### config.mk
export PLATFORM = sky130hd
export DESIGN_NAME = decode_stage
export DESIGN_NICKNAME = d
export VERILOG_FILES = /design/src/rtl/decode_stage_pkg.sv /design/src/rtl/decode_stage_decoder.sv /design/src/rtl/decode_stage.sv
export SDC_FILE = /design/constraint.sdc
export NUM_CORES = 1
export LEC_CHECK = 0
export BUFFER_PORTS_ARGS = -buffer_cell sky130_fd_sc_hd__buf_2
export CELL_PAD_IN_SITES_DETAIL_PLACEMENT = 0
export CELL_PAD_IN_SITES_GLOBAL_PLACEMENT = 2
export CORE_MARGIN = 10
export CORE_UTILIZATION = 27
export CTS_BUF_LIST = sky130_fd_sc_hd__clkbuf_8
export DETAILED_ROUTE_END_ITERATION = 6
export PLACE_DENSITY_LB_ADDON = 0.1
export SLEW_MARGIN = 20
export SYNTH_ARGS = -nofsm -noshare
export SYNTH_HDL_FRONTEND = slang
export SYNTH_SLANG_ARGS = --single-unit
### constraint.sdc
create_clock -name clk -period 2.9 [get_ports clk]
set_input_delay 0.58 -clock clk [delete_from_list [all_inputs] [get_ports clk]]
set_output_delay 0.58 -clock clk [all_outputs]
set_load 0.005 [all_outputs]
### src/rtl/decode_stage_pkg.sv
// Shared decode-stage types: op classes, RV32I major opcodes and the reset level.
package decode_stage_pkg;

    localparam logic RESET = 1'b0;

    typedef enum logic [3:0] {
        OP_ILLEGAL = 4'd0,
        OP_LUI     = 4'd1,
        OP_AUIPC   = 4'd2,
        OP_JAL     = 4'd3,
        OP_JALR    = 4'd4,
        OP_BRANCH  = 4'd5,
        OP_LOAD    = 4'd6,
        OP_STORE   = 4'd7,
        OP_ALU_I   = 4'd8,
        OP_ALU_R   = 4'd9,
        OP_SYSTEM  = 4'd10
    } op_class_t;

    localparam logic [6:0] OPCODE_LUI    = 7'b0110111;
    localparam logic [6:0] OPCODE_AUIPC  = 7'b0010111;
    localparam logic [6:0] OPCODE_JAL    = 7'b1101111;
    localparam logic [6:0] OPCODE_JALR   = 7'b1100111;
    localparam logic [6:0] OPCODE_BRANCH = 7'b1100011;
    localparam logic [6:0] OPCODE_LOAD   = 7'b0000011;
    localparam logic [6:0] OPCODE_STORE  = 7'b0100011;
    localparam logic [6:0] OPCODE_ALU_I  = 7'b0010011;
    localparam logic [6:0] OPCODE_ALU_R  = 7'b0110011;
    localparam logic [6:0] OPCODE_SYSTEM = 7'b1110011;

endpackage

### src/rtl/decode_stage_decoder.sv
// Purely combinational RV32I field decoder: op class, register fields, usage flags, immediate.
module rv32i_decoder
    import decode_stage_pkg::*;
#(
    parameter int XLEN       = 32,
    parameter int REG_ADDR_W = 5
) (
    input  logic [31:0]           instr,
    output op_class_t             op,
    output logic [9:0]            funct,
    output logic [REG_ADDR_W-1:0] rd,
    output logic [REG_ADDR_W-1:0] rs1,
    output logic [REG_ADDR_W-1:0] rs2,
    output logic                  rs1_used,
    output logic                  rs2_used,
    output logic                  rd_write,
    output logic [XLEN-1:0]       imm
);

    logic        writes_rd;
    logic [31:0] imm32;

    assign funct = {instr[31:25], instr[14:12]};
    assign rs1   = REG_ADDR_W'(instr[19:15]);
    assign rs2   = REG_ADDR_W'(instr[24:20]);

    // Branch and store encodings reuse bits 11:7 as immediate, so rd is only meaningful for writers.
    assign rd       = writes_rd ? REG_ADDR_W'(instr[11:7]) : '0;
    assign rd_write = writes_rd && (instr[11:7] != 5'd0);
    assign imm      = XLEN'($signed(imm32));

    always_comb begin
        op        = OP_ILLEGAL;
        writes_rd = 1'b0;
        rs1_used  = 1'b0;
        rs2_used  = 1'b0;
        imm32     = '0;
        case (instr[6:0])
            OPCODE_LUI: begin
                op        = OP_LUI;
                writes_rd = 1'b1;
                imm32     = {instr[31:12], 12'b0};
            end
            OPCODE_AUIPC: begin
                op        = OP_AUIPC;
                writes_rd = 1'b1;
                imm32     = {instr[31:12], 12'b0};
            end
            OPCODE_JAL: begin
                op        = OP_JAL;
                writes_rd = 1'b1;
                imm32     = {{12{instr[31]}}, instr[19:12], instr[20], instr[30:21], 1'b0};
            end
            OPCODE_JALR: begin
                op        = OP_JALR;
                writes_rd = 1'b1;
                rs1_used  = 1'b1;
                imm32     = {{21{instr[31]}}, instr[30:20]};
            end
            OPCODE_BRANCH: begin
                op       = OP_BRANCH;
                rs1_used = 1'b1;
                rs2_used = 1'b1;
                imm32    = {{20{instr[31]}}, instr[7], instr[30:25], instr[11:8], 1'b0};
            end
            OPCODE_LOAD: begin
                op        = OP_LOAD;
                writes_rd = 1'b1;
                rs1_used  = 1'b1;
                imm32     = {{21{instr[31]}}, instr[30:20]};
            end
            OPCODE_STORE: begin
                op       = OP_STORE;
                rs1_used = 1'b1;
                rs2_used = 1'b1;
                imm32    = {{21{instr[31]}}, instr[30:25], instr[11:7]};
            end
            OPCODE_ALU_I: begin
                op        = OP_ALU_I;
                writes_rd = 1'b1;
                rs1_used  = 1'b1;
                imm32     = {{21{instr[31]}}, instr[30:20]};
            end
            OPCODE_ALU_R: begin
                op        = OP_ALU_R;
                writes_rd = 1'b1;
                rs1_used  = 1'b1;
                rs2_used  = 1'b1;
            end
            OPCODE_SYSTEM: begin
                op        = OP_SYSTEM;
                writes_rd = 1'b1;
                rs1_used  = 1'b1;
                imm32     = {{21{instr[31]}}, instr[30:20]};
            end
            default: ;
        endcase
    end

endmodule

### src/rtl/decode_stage.sv
// RV32I decode stage: operand bypass, pending-write scoreboard, hazard stall and
// a registered valid/ready bundle towards execute.
module decode_stage
    import decode_stage_pkg::*;
#(
    parameter int XLEN       = 32,
    parameter int REG_ADDR_W = 5
) (
    input  logic                  clk,
    input  logic                  rst_n,
    input  logic                  if_valid,
    output logic                  if_ready,
    input  logic [31:0]           if_instr,
    input  logic [XLEN-1:0]       if_pc,
    output logic [REG_ADDR_W-1:0] rf_read1_id,
    output logic [REG_ADDR_W-1:0] rf_read2_id,
    input  logic [XLEN-1:0]       rf_read1_data,
    input  logic [XLEN-1:0]       rf_read2_data,
    input  logic                  wb_write_en,
    input  logic [REG_ADDR_W-1:0] wb_write_id,
    input  logic [XLEN-1:0]       wb_write_data,
    input  logic                  sb_release,
    input  logic [REG_ADDR_W-1:0] sb_release_id,
    input  logic                  flush,
    output logic                  ex_valid,
    input  logic                  ex_ready,
    output logic [XLEN-1:0]       ex_pc,
    output op_class_t             ex_op,
    output logic [9:0]            ex_funct,
    output logic [XLEN-1:0]       ex_rs1_data,
    output logic [XLEN-1:0]       ex_rs2_data,
    output logic [XLEN-1:0]       ex_imm,
    output logic [REG_ADDR_W-1:0] ex_rd,
    output logic                  ex_rd_write
);

    localparam int NUM_REGS = 1 << REG_ADDR_W;

    op_class_t             dec_op;
    logic [9:0]            dec_funct;
    logic [REG_ADDR_W-1:0] dec_rd;
    logic [REG_ADDR_W-1:0] dec_rs1;
    logic [REG_ADDR_W-1:0] dec_rs2;
    logic                  dec_rs1_used;
    logic                  dec_rs2_used;
    logic                  dec_rd_write;
    logic [XLEN-1:0]       dec_imm;

    logic [NUM_REGS-1:0]   pending;
    logic [NUM_REGS-1:0]   pending_next;
    logic                  wb_hit_rs1;
    logic                  wb_hit_rs2;
    logic                  wb_hit_rd;
    logic                  raw_stall;
    logic                  waw_stall;
    logic                  accept;
    logic [XLEN-1:0]       rs1_data;
    logic [XLEN-1:0]       rs2_data;

    rv32i_decoder #(
        .XLEN       (XLEN),
        .REG_ADDR_W (REG_ADDR_W)
    ) u_decoder (
        .instr    (if_instr),
        .op       (dec_op),
        .funct    (dec_funct),
        .rd       (dec_rd),
        .rs1      (dec_rs1),
        .rs2      (dec_rs2),
        .rs1_used (dec_rs1_used),
        .rs2_used (dec_rs2_used),
        .rd_write (dec_rd_write),
        .imm      (dec_imm)
    );

    assign rf_read1_id = dec_rs1;
    assign rf_read2_id = dec_rs2;

    assign wb_hit_rs1 = wb_write_en && (wb_write_id == dec_rs1);
    assign wb_hit_rs2 = wb_write_en && (wb_write_id == dec_rs2);
    assign wb_hit_rd  = wb_write_en && (wb_write_id == dec_rd);

    // A same-cycle writeback both supplies the operand and retires the pending write.
    assign raw_stall = (dec_rs1_used && pending[dec_rs1] && !wb_hit_rs1)
                    || (dec_rs2_used && pending[dec_rs2] && !wb_hit_rs2);
    assign waw_stall = dec_rd_write && pending[dec_rd] && !wb_hit_rd;

    assign if_ready = (rst_n != RESET) && !flush && !raw_stall && !waw_stall
                   && (!ex_valid || ex_ready);
    assign accept   = if_valid && if_ready;

    // The register file does not hardwire x0, so index 0 is forced to zero here.
    always_comb begin
        rs1_data = '0;
        rs2_data = '0;
        if (dec_rs1_used && dec_rs1 != '0) begin
            rs1_data = wb_hit_rs1 ? wb_write_data : rf_read1_data;
        end
        if (dec_rs2_used && dec_rs2 != '0) begin
            rs2_data = wb_hit_rs2 ? wb_write_data : rf_read2_data;
        end
    end

    // Clears are applied first so that a set on the same index in the same cycle wins.
    always_comb begin
        pending_next = pending;
        if (wb_write_en) begin
            pending_next[wb_write_id] = 1'b0;
        end
        if (sb_release) begin
            pending_next[sb_release_id] = 1'b0;
        end
        if (flush && ex_valid && ex_rd_write) begin
            pending_next[ex_rd] = 1'b0;
        end
        if (accept && dec_rd_write) begin
            pending_next[dec_rd] = 1'b1;
        end
        pending_next[0] = 1'b0;
    end

    always_ff @(posedge clk) begin
        if (rst_n == RESET) begin
            pending <= '0;
        end else begin
            pending <= pending_next;
        end
    end

    always_ff @(posedge clk) begin
        if (rst_n == RESET) begin
            ex_valid    <= 1'b0;
            ex_pc       <= '0;
            ex_op       <= OP_ILLEGAL;
            ex_funct    <= '0;
            ex_rs1_data <= '0;
            ex_rs2_data <= '0;
            ex_imm      <= '0;
            ex_rd       <= '0;
            ex_rd_write <= 1'b0;
        end else if (flush) begin
            ex_valid <= 1'b0;
        end else if (accept) begin
            ex_valid    <= 1'b1;
            ex_pc       <= if_pc;
            ex_op       <= dec_op;
            ex_funct    <= dec_funct;
            ex_rs1_data <= rs1_data;
            ex_rs2_data <= rs2_data;
            ex_imm      <= dec_imm;
            ex_rd       <= dec_rd;
            ex_rd_write <= dec_rd_write;
        end else if (ex_ready) begin
            ex_valid <= 1'b0;
        end
    end

endmodule
==> metrics.yaml, run 1 <==
status:
  status: "finished clean"
global_route:
  grt-ovfl-total: 0
  grt_first_pass_wirelength_um: 66500
  grt_antenna_before_repair: 5
  grt_pass1_vias: 10300
  grt_max_degree: 175
  track_usage_pct: 18.5
critical_path:
  startpoint: "if_instr[15]"
  worstSetupEndpointType: "primary output"
  endpoint: "if_ready"
  critPathSlowestCell: "mux2_2"
  path_class: "in -> out"
  path_cells: "buf_4 -> buf_4 -> mux2_2 -> a311oi_2 -> a31oi_4 -> a21oi_2 -> and2_4 -> buf_6"
  r2r-start: "pending[8]$_SDFF_PN0_"
  crit_top_cell: "buf_4"
  critical_path.startpoint_type: "input port"
  cp.arrival_ps: 2260
  r2r_setup_slack_ps: 280
  crit_fanout: 9
  worstPathRequired_ps: 2320
  r2r-end: "ex_imm[2]$_SDFFE_PN0P_"
  r2r_cells: 11
  slowest_delay_ps: 360
floorplan:
  io-pin-count: 337
  row_count: 71
  die_y_um: 215
  dieArea_um2: 46100
  initial_utilization_pct: 27.3
  core_um2: 37500
  die-width_um: 215
timing:
  min_period_ps: 2840
  maxSlewHeadroom_pct: 42.1
  skew_ps: 18.6
  fin_worst_hold_slack_ps: 295
  rsz0062_at_grt: "true"
  fmax_mhz: 352
  hold_violations: 0
  setup_viol: 0
  finalSetupTns_ps: 0
  period_share_pct: 97.9
  worst_pin_slew_ps: 868
  slew_violations: 0
pwr:
  pwr_density_cell_nw_per_um2: 382
  p_total_mw: 5.18
  ir_drop_mv: 0.276
  p_leak_nw: 6.86
synth:
  syn_avg_cell_area_um2: 8.65
  syn_inst: 1183
  synth_compound_area_share_pct: 13.7
  synth.cell_area_um2: 10200
  synth-async-reset-ratio_pct: 0
  synthFlopType: "dfxtp_1"
  synthXorXnorAreaFrac_pct: 1.20
  yosys.area_share.simple_pct: 19.7
  synth-warning-count: 0
  synth-edff-count: 0
  seq_area_frac_synth_pct: 35.2
  ys_seq_elements: 180
  synth_mux_area_share_pct: 22.9
  synth.distinct_cells: 58
  synthesis.nets: 1360
  synth_top_family_by_area: "multiplexers"
  yosys.area_share.adder_pct: 0
clock_network:
  ctsHtreeMaxLevel: 4
  cts_made_buffers: 17
  clockBufferDepth: 2
  clk_latency_ps: 500
  cts.sinks: 180
  path_clk_slew_ps: 110
  cts_hold_buf: 0
  clock-root-buffer: "clkbuf_8"
  cts_tree: "done"
route:
  wl_um: 44200
  drt-pass1-iter-count: 5
  dr.first_iter.drc_count: 505
  wl_met1_um: 20000
  via_per_inst: 4.91
  wire_per_inst_um: 21.4
  ant_nets: 0
  routed-via-count: 10100
  dr.max_layer_used: "met5"
  drc_errors: 0
  route.met3.wl_um: 2790
  met2_length_um: 20500
finish:
  drive_gt1_share_pct: 38.6
  fin_nets: 1713
  area_growth_syn_to_layout_pct: 32.3
  final_area_um2: 13500
  final_cell_mix: "buf_2 (330), nand2_1 (241), dfxtp_1 (164)"
  fill_cells: 4038
  layout_commonest_cell: "buf_2"
hold_path:
  hold_class: "in -> reg"
place:
  gp_congestion: 0.829
  place_area_um2: 12900
  io_buffers: 336
  dp_hpwl_um: 33300
job:
  drv_cap: 0
[flip-flops by register name, indices dropped and copies added, names as in the netlist]
signal       flops
ex_rs1_data     32
pending         31
ex_imm          32
ex_op            4
ex_pc           32
ex_rd            5
ex_rd_write      1
ex_rs2_data     32
ex_funct        10
ex_valid         1
[stage by stage]
stage / worst slack [ps] / util (%) / cells
floorplan: 3.85 / - / 1183
global placement: -274 / 34.5 / 2021
detailed placement: -214 / 34.5 / 2021
CTS: -36.8 / 35.8 / 2057
global route: -39.8 / 36.1 / 2062
finish: 62.2 / 36.1 / 2064
[power by group]
group	internal [mW]	switching [mW]	leakage, nW	total (mW)
logic	0.410	0.507	5.20	0.917
clock network	0.680	1.02	0.199	1.70
registers	2.53	0.0287	1.47	2.56
total	3.62	1.56	6.86	5.18
[cell usage after synthesis (15+ instances only)]
cell | count | share of area [%]
mux4_2 | 15 | 3.3
nand2_1 | 242 | 8.9
o31ai_1 | 26 | 1.9
a31o_2 | 32 | 2.7
mux2i_1 | 161 | 16
nor2_1 | 53 | 1.9
nand3_1 | 29 | 1.4
inv_1 | 57 | 2.1
and3_1 | 40 | 2.4
dfxtp_1 | 180 | 35
a22oi_1 | 33 | 2.4
clkbuf_1 | 71 | 2.6
mux2_2 | 35 | 3.9
o2111ai_1 | 31 | 2.7
[logic make-up after synthesis]
| group | after synthesis |
|---|---|
| compound gates | 176 |
| xor+xnor | 14 |
| buf+inv | 163 |
| flops | 180 |
| mux | 211 |
| simple gates | 439 |
[critical path: cells and delay by family]
family	cells	cell delay [ps]
buffers and inverters	3	470
AND/OR/NAND/NOR	1	160
AO/OA/AOI/OAI	3	670
multiplexers	1	360
[routing by layer]
| layer | global-route usage (%) | up-vias |
|---|---|---|
| met5 | 0 | - |
| met4 | 5.53 | 4 |
| met3 | 4.96 | 46 |
| met2 | 29.9 | 308 |
| met1 | 23.7 | 4848 |
| li1 | - | 4926 |
[how the worst min path moves through the flow]
| stage | startpoint | end | slack [ps] | cells past startpoint |
|---|---|---|---|---|
| finish | if_pc[2] | ex_pc[2]$_SDFFE_PN0P_ | 300 | 3 |
| global route | if_pc[25] | ex_pc[25]$_SDFFE_PN0P_ | 270 | 3 |
| CTS | if_pc[16] | ex_pc[16]$_SDFFE_PN0P_ | 260 | 3 |
| detailed placement | ex_pc[0]$_SDFFE_PN0P_ | ex_pc[0]$_SDFFE_PN0P_ | 450 | 2 |
| global placement | ex_pc[20]$_SDFFE_PN0P_ | ex_pc[20]$_SDFFE_PN0P_ | 440 | 2 |
| floorplan | ex_funct[0]$_SDFFE_PN0P_ | ex_funct[0]$_SDFFE_PN0P_ | 450 | 2 |
[layout make-up]
class                   count  area, um^2  share of cell area [%]
diodes                      4        10.0                  0.0739
multi-input cells         840        6050                    44.7
inverters                  57         214                    1.58
well taps                 511         639                    4.72
flip-flops and latches    180        3630                    26.8
repair buffers            440        2640                    19.5
clock inverters            12        91.3                   0.674
clock buffers              20         275                    2.03
[what timing repair did]
action | 4_1_cts | 5_1_grt
setup endpoints to repair | 1 | 1
pin swaps | 6 | 11
buffers inserted | 4 | 3
gates resized for setup | 24 | 25
gates cloned | 0 | 0
(Power assumes the default switching activity.)
==> run 2, diff against run 1 <==
==> constraint.sdc (replaced) <==
create_clock -name clk -period 2.9 [get_ports clk]
set_input_delay 0 -clock clk [delete_from_list [all_inputs] [get_ports clk]]
set_output_delay 0 -clock clk [all_outputs]
set_load 0.005 [all_outputs]
==> run 2 against run 1 <==
First-iteration DRC count rose by 38%. Clock-buffer cell count fell by 1. Largest power group unchanged. Sequential power barely moved. Fmax rose by 2.2%. Worst hold slack got worse by 260 ps. Clock skew fell by 3.0 ps. Power rose by 3.6%. Setup slack improved by 62 ps. Largest cell class unchanged. Flip-flop and latch count did not move. Non-clock buffer count rose by 102.
==> metrics.yaml, run 2 (same netlist as run 1, synthesis figures left out) <==
critical_path:
  crit_cells: 11  # +3
  critPathSlowestCell: "dlygate4sd3_1"
  cp.arrival_ps: 3160  # +900 ps
  r2r_cells: 8  # -3
  worstSetupEndpointType: "flop"
  startpoint: "if_instr[21]"
  r2r-start: "pending[11]$_SDFF_PN0_"
  cp.buffers_inverters: 4  # +1
  worstPathRequired_ps: 3280  # +960 ps
  critPathTopFamily: "buffers and inverters"
  critical_path.startpoint_type: "input port"
  slowest_delay_ps: 520  # +160 ps
  r2r-end: "pending[15]$_SDFF_PN0_"
  path_cells: "dlygate4sd3_1 -> buf_2 -> buf_4 -> mux4_2 -> nand2_1 -> a41oi_1 -> o211a_1 -> a211oi_4 -> nand2_8 -> buf_12 -> o31ai_1"
  endpoint: "pending[15]$_SDFF_PN0_"
  crit_fanout: 52  # +43
  r2r_setup_slack_ps: 170  # -110 ps
  path_class: "in -> reg"
pwr:
  netSwitchingPower_mw: 1.55  # -0.66%
  p_leak_nw: 7.18  # +4.5%
  pwr_density_cell_nw_per_um2: 371  # -3.0%
  clkPwrFrac_pct: 33.6  # +0.7 points
  p_sw_share_pct: 28.9  # -1.2 points
  ir_drop_mv: 0.262  # -5.2%
  p_total_mw: 5.36  # +3.6%
  combPwrFrac_pct: 18.7  # +1.0 points
  p_int_mw: 3.81  # +5.4%
  seq_power_share_pct: 47.7  # -1.7 points
floorplan:
  io-pin-count: 337  # unchanged
  die-width_um: 215  # unchanged
  initial_utilization_pct: 27.3  # unchanged
  core_um2: 37500  # unchanged
  die_y_um: 215  # unchanged
  row_count: 71  # unchanged
  dieArea_um2: 46100  # unchanged
global_route:
  grt_antenna_before_repair: 3  # -2
  grt_first_pass_wirelength_um: 68700  # +3.3%
  grt_max_degree: 146  # -17%
  grt-ovfl-total: 0  # unchanged
  track_usage_pct: 19.0  # +0.47 points
  grt_pass1_vias: 10900  # +5.7%
finish:
  layout_commonest_cell: "buf_2"
  fin_nets: 1815  # +6.0%
  drive_gt1_share_pct: 29.8  # -8.8 points
  area_growth_syn_to_layout_pct: 41.4
  final_cell_mix: "buf_2 (334), nand2_1 (242), dfxtp_1 (180)"
  post-route-util_pct: 38.6  # +2.5 points
  fin_cells: 2163  # +4.8%
  fill_cells: 3909  # -3.2%
timing:
  fmax_mhz: 360  # +2.2%
  rsz0062_at_grt: "false"
  period_share_pct: 95.7  # -2.1 points
  min_period_ps: 2780  # -62.2 ps
  maxSlewHeadroom_pct: 35.5  # -6.6 points
  setup_viol: 0  # unchanged
  skew_ps: 15.6  # -3.02 ps
  fin_worst_hold_slack_ps: 37.3  # -258 ps
  finalSetupTns_ps: 0  # unchanged
  worst_pin_slew_ps: 960  # +91.7 ps
  slew_violations: 0  # unchanged
  hold_violations: 0  # unchanged
job:
  drv_cap: 0  # unchanged
route:
  wl_um: 45000  # +1.7%
  via_per_inst: 4.91  # about the same
  drc_errors: 0  # unchanged
  routed-via-count: 10600  # +4.8%
  dr.first_iter.drc_count: 696  # +38%
  drt-pass1-iter-count: 5  # unchanged
  ant_nets: 0  # unchanged
  wire_per_inst_um: 20.8  # -2.9%
place:
  io_buffers: 336  # unchanged
  gp_congestion: 0.817  # -1.4%
  place_inst: 1961  # -3.0%
  dp_hpwl_um: 32700  # -1.8%
clock_network:
  cts_tree: "done"
  ctsHtreeMaxLevel: 4  # unchanged
  cts.sinks: 180  # unchanged
  clk_latency_ps: 500  # about the same
  clockBufferDepth: 2  # unchanged
  clock-root-buffer: "clkbuf_8"
  cts_made_buffers: 17  # unchanged
  path_clk_slew_ps: 100  # about the same
status:
  status: "finished clean"
hold_path:
  hold_class: "in -> reg"
==> run 2: cell types whose count changed in the layout (fill, tap and decap cells not counted), sizes merged, moves of 2 or more <==
| cell | before | now |
|---|---|---|
| diode | 4 | 1 |
| dlygate4sd3 | 0 | 169 |
| clkbuf | 22 | 20 |
| buf | 438 | 372 |
| bufinv | 0 | 2 |
| inv | 66 | 64 |
==> run 2: per-layer routing <==
layer  GRT usage (%)  vias up  share of wire (%)
li1                -     5125                  -
met1            24.3     5055                 44
met2            30.6      399                 47
met3            5.77       37                7.4
met4            4.51        4                1.5
met5               0        -              0.049
==> run 2: area by class of cell <==
type | count | area (um^2) | share of cell area, %
Multi-Input combinational cell | 840 | 5910 | 40.9
Timing Repair Buffer | 542 | 3710 | 25.7
Sequential cell | 180 | 3600 | 24.9
Tap cell | 511 | 639 | 4.42
Clock buffer | 19 | 262 | 1.81
Inverter | 57 | 214 | 1.48
Clock inverter | 13 | 120 | 0.830
Antenna cell | 1 | 2.50 | 0.0173
==> run 2: metrics by stage <==
step | instance area, um^2 | setup WS, ps
after floorplan | 10200 | 647
after global placement | 12400 | 80.2
after detailed placement | 12400 | 128
after CTS | 14500 | 72.1
after global routing | 14500 | 12.1
final | 14500 | 124
==> run 2: tightest hold or removal path, delay by kind of cell <==
| family | cells | cell delay (ps) |
|---|---|---|
| AO/OA/AOI/OAI | 1 | 90 |
| AND/OR/NAND/NOR | 2 | 250 |
| buffers and inverters | 1 | 80 |
| multiplexers | 1 | 80 |
==> run 2: power by group through the flow <==
stage | Clock (mW) | Combinational [mW] | Sequential [mW]
global placement | 0 | 0.828 | 2.61
CTS | 1.88 | 1.01 | 2.56
floorplan | 0 | 0.453 | 2.62
global route | 1.96 | 1.10 | 2.57
detailed placement | 0 | 0.825 | 2.61
finish | 1.80 | 1.01 | 2.56
==> run 2: how the worst min path moves through the flow <==
stage / end / cells after the start / slack (ps) / startpoint
final: ex_rs2_data[9]$_SDFFE_PN0P_ / 5 / 40 / wb_write_data[9]
after global routing: ex_rs2_data[11]$_SDFFE_PN0P_ / 5 / 30 / wb_write_data[11]
after CTS: ex_rs2_data[9]$_SDFFE_PN0P_ / 5 / 1 / wb_write_data[9]
after detailed placement: ex_pc[27]$_SDFFE_PN0P_ / 3 / 240 / if_pc[27]
after global placement: ex_pc[10]$_SDFFE_PN0P_ / 3 / 240 / if_pc[10]
after floorplan: rf_read1_id[0] / 1 / 80 / if_instr[15]
==> run 2: what timing repair did <==
item	4_1_cts	5_1_grt
endpoints found under the hold margin	139	0
endpoints found under the setup margin	0	3
setup buffers	0	0
hold buffers	169	0
gates resized for setup	0	3
==> run 3, diff against run 2 <==
--- a/config.mk
+++ b/config.mk
@@ -12,7 +12,7 @@
 export CORE_UTILIZATION = 27
 export CTS_BUF_LIST = sky130_fd_sc_hd__clkbuf_8
 export DETAILED_ROUTE_END_ITERATION = 6
-export PLACE_DENSITY_LB_ADDON = 0.1
+export PLACE_DENSITY = 0.85
 export SLEW_MARGIN = 20
 export SYNTH_ARGS = -nofsm -noshare
 export SYNTH_HDL_FRONTEND = slang
==> constraint.sdc (replaced) <==
create_clock -name clk -period 2.9 [get_ports clk]
set_input_delay 0.29 -clock clk [delete_from_list [all_inputs] [get_ports clk]]
set_output_delay 0.29 -clock clk [all_outputs]
set_load 0.005 [all_outputs]
==> run 3 against run 2 <==
Cell area down 6.7%. First-iteration DRC count up 0.43%. Register-to-register slack better by 30 ps. Clock skew down 1.3 ps.
==> metrics.yaml, run 3 (same netlist as run 1, synthesis figures left out) <==
status:
  status: "finished clean"
route:
  routed-via-count: 10200  # -4.0%
  drt-pass1-iter-count: 6  # +1
  drc_errors: 0  # unchanged
  ant_nets: 0  # unchanged
  wire_per_inst_um: 20.1  # -3.5%
  via_per_inst: 4.97  # +1.2%
  wl_um: 41100  # -8.5%
  dr.first_iter.drc_count: 699  # +0.43%
timing:
  finalSetupTns_ps: 0  # unchanged
  worst_pin_slew_ps: 855  # -104 ps
  slew_violations: 0  # unchanged
  layout_setup_ws_ps: 121  # -3.14 ps
  hold_violations: 0  # unchanged
  fin_worst_hold_slack_ps: 40.6  # +3.26 ps
  min_period_ps: 2780  # +3.14 ps
  fmax_mhz: 360  # -0.11%
  period_share_pct: 95.8  # +0.11 points
  rsz0062_at_grt: "false"
  skew_ps: 14.2  # -1.34 ps
  maxSlewHeadroom_pct: 43.0  # +7.4 points
  setup_viol: 0  # unchanged
critical_path:
  critical_path.startpoint_type: "input port"
  r2r_setup_slack_ps: 200  # +30 ps
  worstPathRequired_ps: 2610  # -670 ps
  worstSetupEndpointType: "primary output"
  cp.arrival_ps: 2490  # -670 ps
  crit_fanout: 33  # -37%
  r2r_cells: 9  # +1
  path_class: "in -> out"
  r2r-end: "ex_imm[28]$_SDFFE_PN0P_"
  r2r-start: "pending[1]$_SDFF_PN0_"
floorplan:
  die-width_um: 215  # unchanged
  row_count: 71  # unchanged
  dieArea_um2: 46100  # unchanged
  io-pin-count: 337  # unchanged
  core_um2: 37500  # unchanged
  initial_utilization_pct: 27.3  # unchanged
  die_y_um: 215  # unchanged
place:
  io_buffers: 336  # unchanged
  gp_congestion: 0.884  # +8.2%
  place_inst: 1987  # +1.3%
  place_worst_setup_slack_ps: 11.6  # -116 ps
  dp_hpwl_um: 30700  # -6.1%
hold_path:
  hold_start: "if_pc[28]"
  hold_path_end: "ex_pc[28]$_SDFFE_PN0P_"
  hold_path_depth: 3  # -2
  hold_class: "in -> reg"
global_route:
  grt_pass1_vias: 10400  # -4.5%
  grt_max_degree: 151  # +3.4%
  track_usage_pct: 17.2  # -1.8 points
  grt_antenna_before_repair: 3  # unchanged
  grt-ovfl-total: 0  # unchanged
  grt_first_pass_wirelength_um: 62800  # -8.7%
finish:
  area_growth_syn_to_layout_pct: 31.9
  layout_commonest_cell: "buf_2"
  post-route-util_pct: 36.0  # -2.6 points
  fin_nets: 1704  # -6.1%
  drive_gt1_share_pct: 34.5  # +4.7 points
  final_cell_mix: "buf_2 (335), nand2_1 (242), dfxtp_1 (179)"
  fin_cells: 2052  # -5.1%
clock_network:
  cts.sinks: 180  # unchanged
  path_clk_slew_ps: 100  # about the same
  clockBufferDepth: 2  # unchanged
  clk_latency_ps: 510  # about the same
  post-cts-setup-buffers: 0  # unchanged
  clock-root-buffer: "clkbuf_8"
  cts_made_buffers: 17  # unchanged
  ctsHtreeMaxLevel: 4  # unchanged
  cts_tree: "done"
job:
  drv_cap: 0  # unchanged
pwr:
  ir_drop_mv: 0.274  # +4.6%
  pwr_density_cell_nw_per_um2: 403  # +8.7%
  p_leak_nw: 6.80  # -5.3%
[run 3: cell count changes in the layout (fill, tap and decap cells not counted), sizes merged]
cell         before  now
dlygate4sd3     169   32
buf             372  399
clkbuf           20   17
clkinv            3    5
bufinv            2    3
clkinvlp          1    0
[run 3: worst max path at each step]
stage / startpoint / to / slack (ps) / depth (start not counted)
6_report: if_instr[1] / if_ready / 120 / 9
5_1_grt: pending[19]$_SDFF_PN0_ / if_ready / 20 / 8
4_1_cts: pending[11]$_SDFF_PN0_ / if_ready / 50 / 7
3_5_place_dp: if_instr[21] / ex_funct[1]$_SDFFE_PN0P_ / 10 / 10
3_3_place_gp: if_instr[21] / ex_imm[29]$_SDFFE_PN0P_ / -1 / 10
2_1_floorplan: if_instr[2] / ex_funct[0]$_SDFFE_PN0P_ / 390 / 10
[run 3: stage by stage]
step	power (mW)	instance area [um^2]
after global placement	3.46	12700
after detailed placement	3.47	12700
final	5.44	13500
after CTS	5.50	13500
after global routing	5.67	13500
after floorplan	3.07	10200
[run 3: timing repair]
item	CTS	global route
resized for setup	4	7
hold endpoints to repair	32	0
pin swaps	0	1
endpoints found under the setup margin	1	48
hold buffers	32	0
[run 3: final cells by class]
cell class | instances | area (um^2)
fillers | 3911 | 24000
clock buffers | 17 | 234
clock inverters | 15 | 213
repair buffers | 431 | 2630
inverters | 57 | 214
multi-input cells | 840 | 5970
flip-flops and latches | 180 | 3600
well taps | 511 | 639
diodes | 1 | 2.50
[run 3: critical path, cell delays in order]
cell,delay [ps]
buf_2,110
and3b_1,240
and2_1,190
o311ai_0,710
a221oi_2,100
a211o_4,390
buf_12,170
and2_1,150
buf_2,120
[run 3: where the power goes]
group | internal, mW | switching [mW]
clock network | 0.895 | 1.09
registers | 2.53 | 0.0315
logic | 0.397 | 0.494
total | 3.82 | 1.62
[run 3: layer usage]
metal | global-route usage (%) | vias to the layer above | share of wire [%]
met5 | 0 | - | 0
met4 | 4.75 | 0 | 1.9
met3 | 5.32 | 41 | 8.3
met2 | 28.0 | 410 | 47
met1 | 21.5 | 4841 | 43
li1 | - | 4906 | -
